### src/rtl/audio_in.sv
// I2S capture deserializer: syncs BCLK/LRCLK/ADCDAT onto CLK, emits stereo pairs.
// Ports: CLK, RESET_N, BCLK, LRCLK, ADCDAT in; left, right, sample_valid, frame_err out.
module audio_in #(
  parameter int DATA_WIDTH = 16,
  parameter int I2S_DELAY  = 1
) (
  input  logic                         CLK,
  input  logic                         RESET_N,
  input  logic                         BCLK,
  input  logic                         LRCLK,
  input  logic                         ADCDAT,
  output logic signed [DATA_WIDTH-1:0] left,
  output logic signed [DATA_WIDTH-1:0] right,
  output logic                         sample_valid,
  output logic                         frame_err
);

  localparam int CW = $clog2(DATA_WIDTH + 1);

  typedef enum logic [1:0] {
    IDLE,
    SKIP,
    SHIFT,
    DONE
  } state_t;

  state_t state_q, state_d;

  logic [2:0] bclk_q;
  logic [1:0] lr_q;
  logic [1:0] dat_q;
  logic       lr_last_q;
  logic       lr_seen_q;

  logic [DATA_WIDTH-1:0] shift_q, shift_d;
  logic [CW-1:0]         cnt_q, cnt_d;
  logic                  ch_q, ch_d;
  logic [DATA_WIDTH-1:0] hold_q, hold_d;
  logic                  ok_q, ok_d;
  logic [DATA_WIDTH-1:0] rword_q, rword_d;
  logic                  pend_q, pend_d;
  logic                  err_q, err_d;
  logic [DATA_WIDTH-1:0] left_q, left_d;
  logic [DATA_WIDTH-1:0] right_q, right_d;
  logic                  valid_q, valid_d;

  logic bclk_rise;
  logic lr_s;
  logic dat_s;
  logic lr_edge;

  assign bclk_rise = bclk_q[1] & ~bclk_q[2];
  assign lr_s      = lr_q[1];
  assign dat_s     = dat_q[1];
  // LRCLK is compared against its value at the previous BCLK rise,
  // so an edge is only seen together with a BCLK rising edge.
  assign lr_edge   = bclk_rise & lr_seen_q & (lr_s != lr_last_q);

  always_ff @(posedge CLK or negedge RESET_N) begin
    if (!RESET_N) begin
      bclk_q    <= '0;
      lr_q      <= '0;
      dat_q     <= '0;
      lr_last_q <= 1'b0;
      lr_seen_q <= 1'b0;
    end else begin
      bclk_q <= {bclk_q[1:0], BCLK};
      lr_q   <= {lr_q[0], LRCLK};
      dat_q  <= {dat_q[0], ADCDAT};
      if (bclk_rise) begin
        lr_last_q <= lr_s;
        lr_seen_q <= 1'b1;
      end
    end
  end

  always_ff @(posedge CLK or negedge RESET_N) begin
    if (!RESET_N) begin
      state_q <= IDLE;
      shift_q <= '0;
      cnt_q   <= '0;
      ch_q    <= 1'b0;
      hold_q  <= '0;
      ok_q    <= 1'b0;
      rword_q <= '0;
      pend_q  <= 1'b0;
      err_q   <= 1'b0;
      left_q  <= '0;
      right_q <= '0;
      valid_q <= 1'b0;
    end else begin
      state_q <= state_d;
      shift_q <= shift_d;
      cnt_q   <= cnt_d;
      ch_q    <= ch_d;
      hold_q  <= hold_d;
      ok_q    <= ok_d;
      rword_q <= rword_d;
      pend_q  <= pend_d;
      err_q   <= err_d;
      left_q  <= left_d;
      right_q <= right_d;
      valid_q <= valid_d;
    end
  end

  logic [DATA_WIDTH-1:0] word;
  logic                  last;
  logic                  start;
  logic                  complete;

  assign word = {shift_q[DATA_WIDTH-2:0], dat_s};
  assign last = (cnt_q == CW'(DATA_WIDTH - 1));

  always_comb begin
    state_d  = state_q;
    shift_d  = shift_q;
    cnt_d    = cnt_q;
    ch_d     = ch_q;
    hold_d   = hold_q;
    ok_d     = ok_q;
    rword_d  = rword_q;
    pend_d   = 1'b0;
    err_d    = 1'b0;
    left_d   = left_q;
    right_d  = right_q;
    valid_d  = 1'b0;
    start    = 1'b0;
    complete = 1'b0;

    if (pend_q) begin
      left_d  = hold_q;
      right_d = rword_q;
      valid_d = 1'b1;
    end

    if (bclk_rise) begin
      unique case (state_q)
        IDLE: start = lr_edge;
        SKIP: begin
          if (lr_edge) begin
            start = 1'b1;
          end else begin
            shift_d = {{(DATA_WIDTH-1){1'b0}}, dat_s};
            cnt_d   = CW'(1);
            state_d = SHIFT;
          end
        end
        SHIFT: begin
          if (last) begin
            complete = 1'b1;
            shift_d  = word;
            state_d  = DONE;
            start    = lr_edge;
          end else if (lr_edge) begin
            err_d = 1'b1;
            ok_d  = 1'b0;
            start = 1'b1;
          end else begin
            shift_d = word;
            cnt_d   = cnt_q + CW'(1);
          end
        end
        DONE: start = lr_edge;
        default: state_d = IDLE;
      endcase
    end

    if (complete) begin
      if (ch_q) begin
        hold_d = word;
        ok_d   = 1'b1;
      end else begin
        ok_d = 1'b0;
        if (ok_q) begin
          rword_d = word;
          pend_d  = 1'b1;
        end
      end
    end

    // A new half-frame; the coinciding BCLK bit is either the
    // delay slot or the MSB of the new word.
    if (start) begin
      ch_d = lr_s;
      if (I2S_DELAY != 0) begin
        state_d = SKIP;
        cnt_d   = '0;
      end else begin
        state_d = SHIFT;
        shift_d = {{(DATA_WIDTH-1){1'b0}}, dat_s};
        cnt_d   = CW'(1);
      end
    end
  end

  assign left         = left_q;
  assign right        = right_q;
  assign sample_valid = valid_q;
  assign frame_err    = err_q;

endmodule

### config.mk
export PLATFORM = sky130hd
export DESIGN_NAME = audio_in
export DESIGN_NICKNAME = d
export VERILOG_FILES = /design/src/rtl/audio_in.sv
export SDC_FILE = /design/constraint.sdc
export NUM_CORES = 1
export LEC_CHECK = 0
export CAP_MARGIN = 20
export CELL_PAD_IN_SITES_DETAIL_PLACEMENT = 1
export CELL_PAD_IN_SITES_GLOBAL_PLACEMENT = 1
export CORE_ASPECT_RATIO = 1.2
export CORE_MARGIN = 5
export CORE_UTILIZATION = 42
export DETAILED_ROUTE_END_ITERATION = 8
export GPL_TIMING_DRIVEN = 0
export PLACE_DENSITY_LB_ADDON = 0.2
export REMOVE_ABC_BUFFERS = 1
export SLEW_MARGIN = 20
export SYNTH_ARGS = -nofsm -noshare
export SYNTH_HDL_FRONTEND = slang
export SYNTH_SLANG_ARGS = --single-unit
export TNS_END_PERCENT = 30
### constraint.sdc
create_clock -name CLK -period 2.14 [get_ports CLK]
set_input_delay 0.321 -clock CLK [delete_from_list [all_inputs] [get_ports CLK]]
set_output_delay 0.321 -clock CLK [all_outputs]
set_load 0.05 [all_outputs]
==> metrics.yaml, run 1 <==
cts:
  clkSlewWorstSetupHoldPaths_ps: 90
  cts.root.buffer_cell: "sky130_fd_sc_hd__clkbuf_8"
  clock_insertion_delay_worst_skew_ps: 370
  clk_path_buf_depth: 2
  h-tree-depth: 3
  numClockSinks: 100
  tritoncts: "done"
  numCtsBuffers: 9
floorplanning:
  coreArea_sq_um: 9130
  placementRows: 38
  die_area_sq_um: 11400
  die-height_um: 116
  fp.dieW_um: 98.5
  floorplan.initialDensity_pct: 43.2
  boundaryPins: 39
sta:
  count_of_pins_over_their_slew_limit: 0
  final-setup-viol-count: 0
  rsz0062_at_grt: "no"
  clock-skew-final_ps: 9.20
  min_period_over_period_pct: 95.5
  final_hold_viol_count: 0
  final_period_minus_worst_setup_slack_ps: 2040
  slew_headroom_pct: 47.0
  fin_worst_hold_slack_ps: 355
  worst_slew_pin_slew_ps: 795
  clock.fmax_mhz: 489
min_path:
  timing.hold.worst.class: "reg -> reg"
critical_path:
  setup.worst_path.class: "reg -> reg"
  critical_path.slowest_cell: "sky130_fd_sc_hd__a211o_4"
  crit_path_cell_trace: "ha_2, and3_4, ha_4, nor2b_2, or2_4, a211o_4, mux2_4"
  timing.critical_path.fanout_max: 5
  cp_slowest_stage_delay_ps: 390
  worst_ep_arrival_time_ps: 2300
  worst_ep_required_time_ps: 2390
  cp-end-kind: "flop"
  critical_path_buf_inv_count: 0
  crit_path_start_kind: "flop"
  critical_path.top_delay_family: "simple AND/OR/NAND/NOR gates"
yosys:
  yosys_warnings: 0
  synth_cells: 294
  post_synth_main_area_contributors: "sky130_fd_sc_hd__dfrtp_1 (63%), sky130_fd_sc_hd__mux2_2 (12%), sky130_fd_sc_hd__mux2i_1 (3.6%)"
  yosysSeqAreaShare_pct: 63.4
  netlist.area_leader.share_pct: 63.4
  netlist_area_sq_um: 3950
  mean_syn_cell_area_sq_um: 13.4
  ys_types: 37
  synth_area_leader_cell: "sky130_fd_sc_hd__dfrtp_1"
  synth-seq-cells: 100
layout:
  syn2layout_area_growth_pct: 21.4
  final-seq-area_sq_um: 2500
  num-nets-final: 352
  final_design_area_no_fill_sq_um: 4790
  drive_gt1_share_pct: 24.1
  multiInputGateArea_sq_um: 1330
  layout.core_utilization_pct: 52.5
  fillers: 954
  insertedDiodeCount: 0
detailed_routing:
  first_iter_violations: 107
  drt-pass1-iter-count: 4
  drt-wirelength-per-cell_um: 15.3
  route.antenna.remaining_nets: 0
  drt_drc_violations_left: 0
  vias: 2284
  routed_wl_um: 7100
  post_drt_via_cell_ratio: 4.91
outcome:
  run_status: "finished clean"
grt:
  sum_of_overflow_across_all_layers_after_global_routing: 0
  number_of_global_route_vias_before_repair: 2465
  globalRouteTotalUtil_pct: 13.6
  largest_net_degree_at_the_start_of_global_routing: 53
  grt_pass1_wl_um: 12100
  antenna_violations_before_repair: 0
place:
  placed_area_sq_um: 4430
  hpwlAfterDp_um: 4610
  numPortBuffers: 38
  finalWeightedCongestion: 0.774
power:
  powerDensity_nw_per_um2: 706
  static-leakage-power_nw: 2.29
  ir_drop_mv: 0.380
flow_run:
  maxCapViolCount: 0
[through the flow]
step	power [mW]	std cells	setup TNS [ps]	setup slack, ps
2_1_floorplan	2.05	279	-4800	-235
5_1_grt	3.55	465	0	24.1
3_3_place_gp	2.12	437	-345520	-3030
4_1_cts	3.43	461	-76.9	-76.9
6_report	3.38	465	0	95.3
3_5_place_dp	2.14	440	-34020	-831
[cell usage in the layout, fill, tap and decap left out, drive strengths merged, types with 4 or more instances in the layout]
master         netlist  final
mux2                51     51
mux2i               14     14
dfrtp              100    100
a31oi                4      4
clkdlybuf4s50        0     37
ha                   5      5
buf                  8     14
a21oi                6      6
inv                 18     18
clkbuf               7      9
o21ai               18     18
nand2               37     37
[power by group]
group	switching, mW	internal, mW	total (mW)	leakage (nW)
logic	0.101	0.0828	0.184	0.821
registers	0.0278	1.92	1.94	1.37
clock network	0.608	0.643	1.25	0.105
[final cells by class]
type | instances | area share [%]
Inverter | 18 | 1.41
Timing Repair Buffer | 52 | 11.3
Clock inverter | 5 | 1.65
Multi-Input combinational cell | 161 | 27.7
Tap cell | 120 | 3.13
Sequential cell | 100 | 52.3
Clock buffer | 9 | 2.59
[logic make-up after synthesis]
logic type / after synthesis / share of synthesized area, %
AOI/OAI and AO/OA: 32 / 4.50
xor gates and xnor gates: 1 / 0.222
adders and majority gates: 5 / 1.59
buffers and inverters: 33 / 4.31
DFF: 100 / 63.4
muxes: 65 / 18.2
and+or+nand+nor: 58 / 7.74
[sequential cells by signal (all words and copies together) (netlist names), 2 cells and up]
| signal | count |
|---|---|
| state_q | 2 |
| left | 16 |
| dat_q | 2 |
| shift_q | 15 |
| hold_q | 16 |
| right | 16 |
| cnt_q | 5 |
| lr_q | 2 |
| bclk_q | 3 |
| rword_q | 16 |
[cell usage after synthesis (all sizes together)]
cell    number
o21a         2
o221ai       1
a21oi        6
a211o        1
or2b         1
nor2         2
nand3        3
nor4b        2
o21ai       18
or4b         1
nand2       37
nand4b       1
or2          1
and2         1
nand4        1
a31oi        4
nand3b       1
and3b        1
buf          8
mux2        51
dfrtp      100
mux2i       14
and3         2
ha           5
xor2         1
nor2b        3
inv         18
clkbuf       7
nand2b       1
[per-layer routing]
metal | part of all wire (%) | up-vias | routed length, um | global-route usage (%)
met4 | 1.5 | 0 | 108 | 6.56
met2 | 50 | 29 | 3530 | 22.0
met1 | 45 | 1164 | 3210 | 16.9
met5 | 0 | - | 0 | 0
met3 | 3.5 | 9 | 246 | 3.70
li1 | - | 1082 | - | -
[repair_timing]
| action | 4_1_cts | 5_1_grt |
|---|---|---|
| setup endpoints to repair | 54 | 3 |
| pin swaps | 3 | 4 |
| setup buffers | 6 | 4 |
| endpoints found under the hold margin | 48 | 0 |
| hold buffers | 1 | 0 |
| resized for setup | 9 | 5 |
[final timing paths]
| check | from | end | slack [ps] | cells after the start |
|---|---|---|---|---|
| max in group asynchronous | RESET_N | shift_q[6]$_DFFE_PN0P_ | 1100 | 3 |
| worst min-delay path | bclk_q[0]$_DFF_PN0_ | bclk_q[1]$_DFF_PN0_ | 360 | 0 |
| worst max register to register | cnt_q[1]$_DFFE_PN0P_ | shift_q[0]$_DFFE_PN0P_ | 100 | 7 |
| min in group asynchronous | RESET_N | cnt_q[1]$_DFFE_PN0P_ | 450 | 2 |
| worst min register to register | bclk_q[0]$_DFF_PN0_ | bclk_q[1]$_DFF_PN0_ | 360 | 0 |
| worst max-delay path | cnt_q[1]$_DFFE_PN0P_ | shift_q[0]$_DFFE_PN0P_ | 100 | 7 |
(Power assumes the default switching activity.)
==> run 2: changes to the inputs <==
REMOVE_ABC_BUFFERS = not set   (was 1)
==> run 2 against run 1 <==
Die area stayed put. Final cell count is 3.2% higher. Maximum frequency is 1.5% lower. Global-route usage is 1.1 points higher. Critical path depth is 1 higher. Design area is 2.0% higher. Wire length is 8.6% higher. Critical path type unchanged.
==> metrics.yaml, run 2 (synthesized netlist as in run 1, its figures left out) <==
grt:
  antenna_violations_before_repair: 0
  grt_pass1_wl_um: 13000
  largest_net_degree_at_the_start_of_global_routing: 56
  sum_of_overflow_across_all_layers_after_global_routing: 0
  globalRouteTotalUtil_pct: 14.6
  number_of_global_route_vias_before_repair: 2573
layout:
  syn2layout_area_growth_pct: 23.8
  final_cell_mix: "sky130_fd_sc_hd__dfrtp_1 (100), sky130_fd_sc_hd__mux2_2 (41), sky130_fd_sc_hd__nand2_1 (37), sky130_fd_sc_hd__clkdlybuf4s50_1 (37), sky130_fd_sc_hd__inv_1 (18)"
  num-nets-final: 365
  multiInputGateArea_sq_um: 1310
  final_design_area_no_fill_sq_um: 4880
  layout.cells.most_common: "sky130_fd_sc_hd__dfrtp_1"
  post_layout_nonfiller_instances: 480
  drive_gt1_share_pct: 23.9
  layout.core_utilization_pct: 53.5
  final-seq-area_sq_um: 2500
  insertedDiodeCount: 0
  fillers: 954
place:
  post-place-cells: 453
  hpwlAfterDp_um: 5280
  numPortBuffers: 38
  placed_area_sq_um: 4500
  finalWeightedCongestion: 0.739
floorplanning:
  die_area_sq_um: 11400
  fp.dieW_um: 98.5
  coreArea_sq_um: 9130
  boundaryPins: 39
  floorplan.initialDensity_pct: 43.2
  die-height_um: 116
  placementRows: 38
critical_path:
  worst_ep_required_time_ps: 2400
  ff2ff_setup_slack_ps: 60
  setup.worst_path.class: "reg -> reg"
  crit_path_start_kind: "flop"
  timing.critical_path.fanout_max: 6
  cp-end-kind: "flop"
  worst_ep_arrival_time_ps: 2330
outcome:
  run_status: "finished clean"
min_path:
  timing.hold.worst.class: "reg -> reg"
cts:
  numClockSinks: 100
  cts.root.buffer_cell: "sky130_fd_sc_hd__clkbuf_8"
  clock_insertion_delay_worst_skew_ps: 370
  tritoncts: "done"
  clkSlewWorstSetupHoldPaths_ps: 90
  h-tree-depth: 3
  clk_path_buf_depth: 2
  numCtsBuffers: 9
power:
  sum_of_internal_switching_and_leakage_power_mw: 3.54
  powerDensity_nw_per_um2: 724
  static-leakage-power_nw: 2.35
  ir_drop_mv: 0.429
flow_run:
  maxCapViolCount: 0
sta:
  count_of_pins_over_their_slew_limit: 0
  final_hold_viol_count: 0
  worst_slew_pin_slew_ps: 783
  final-setup-viol-count: 0
  final_period_minus_worst_setup_slack_ps: 2080
  fin_worst_hold_slack_ps: 354
  min_period_over_period_pct: 97.0
  clock-skew-final_ps: 8.19
  clock.fmax_mhz: 482
  slew_headroom_pct: 47.8
detailed_routing:
  post_drt_via_cell_ratio: 4.99
  first_iter_violations: 64
  drt-pass1-iter-count: 6
  drt_drc_violations_left: 0
  routed_wl_um: 7710
  vias: 2395
  route.antenna.remaining_nets: 0
  drt-wirelength-per-cell_um: 16.1
yosys:
  post_synthesis_net_count: 304
==> run 2: cell types whose count changed in the layout (fill, tap and decap cells not counted), sizes merged <==
cell,change
buf,+5
clkbuf,+10
bufinv,+1
clkinv,-1
==> run 2: what timing repair did <==
action                                  in CTS  in global routing
hold endpoints to repair                    45                  0
gates resized for setup                      3                 11
endpoints found under the setup margin      29                 36
hold buffers                                 1                  0
gates cloned                                 0                  1
pin swaps                                    1                  3
setup buffers                                1                  8
==> run 2: layout make-up <==
class                      count  area share, %
multi-input combinational    161           26.9
inverter                      18           1.38
tap                          120           3.07
buffer                        15           2.15
sequential                   100           51.2
timing repair buffer          50           10.6
clock inverter                 5           2.05
clock buffer                  11           2.69
==> run 2: final timing paths <==
path	cells after the start	to	from
max in group asynchronous	3	ch_q$_DFFE_PN0P_	RESET_N
setup reg to reg	8	shift_q[0]$_DFFE_PN0P_	cnt_q[0]$_DFFE_PN0P_
min in group asynchronous	2	right[13]$_DFFE_PN0P_	RESET_N
setup / recovery	8	shift_q[0]$_DFFE_PN0P_	cnt_q[0]$_DFFE_PN0P_
hold / removal	0	dat_q[1]$_DFF_PN0_	dat_q[0]$_DFF_PN0_
hold reg to reg	0	dat_q[1]$_DFF_PN0_	dat_q[0]$_DFF_PN0_
==> run 2: layer usage <==
layer | share of wire, % | wire length [um] | GRT usage [%] | vias to the layer above
met5 | 0 | 0 | 0 | -
met4 | 1.3 | 101 | 5.74 | 0
li1 | - | - | - | 1113
met3 | 3.2 | 243 | 3.76 | 10
met1 | 43 | 3350 | 17.6 | 1242
met2 | 52 | 4010 | 25.3 | 30
==> run 2: worst max-delay path, cell delays in order, from the launching register on <==
cell and delay (ps):
sky130_fd_sc_hd__dfrtp_1 410, sky130_fd_sc_hd__ha_2 210, sky130_fd_sc_hd__and3_4 210, sky130_fd_sc_hd__ha_4 160, sky130_fd_sc_hd__nor2b_4 40, sky130_fd_sc_hd__or2_4 210
sky130_fd_sc_hd__a211o_1 280, sky130_fd_sc_hd__buf_6 150, sky130_fd_sc_hd__mux2_4 290
==> run 2: through the flow <==
| step | TNS, ps | setup WS, ps |
|---|---|---|
| after floorplan | 0 | 69.8 |
| after global placement | -305440 | -3030 |
| after detailed placement | -4660 | -317 |
| after CTS | -922 | -97.2 |
| after global routing | -681 | -50.4 |
| final | 0 | 64.6 |
==> run 2: power breakdown <==
group	switching, mW	internal (mW)	leakage (nW)
clock network	0.629	0.774	0.117
registers	0.0283	1.92	1.37
logic	0.100	0.0877	0.862
total	0.758	2.78	2.35
==> run 3: changes to the inputs <==
CTS_CLUSTER_SIZE = 28   (was not set)
TNS_END_PERCENT = 20   (was 30)
==> results of run 3 <==
No change in the layout: final DEF, timing and power equal those of run 2.
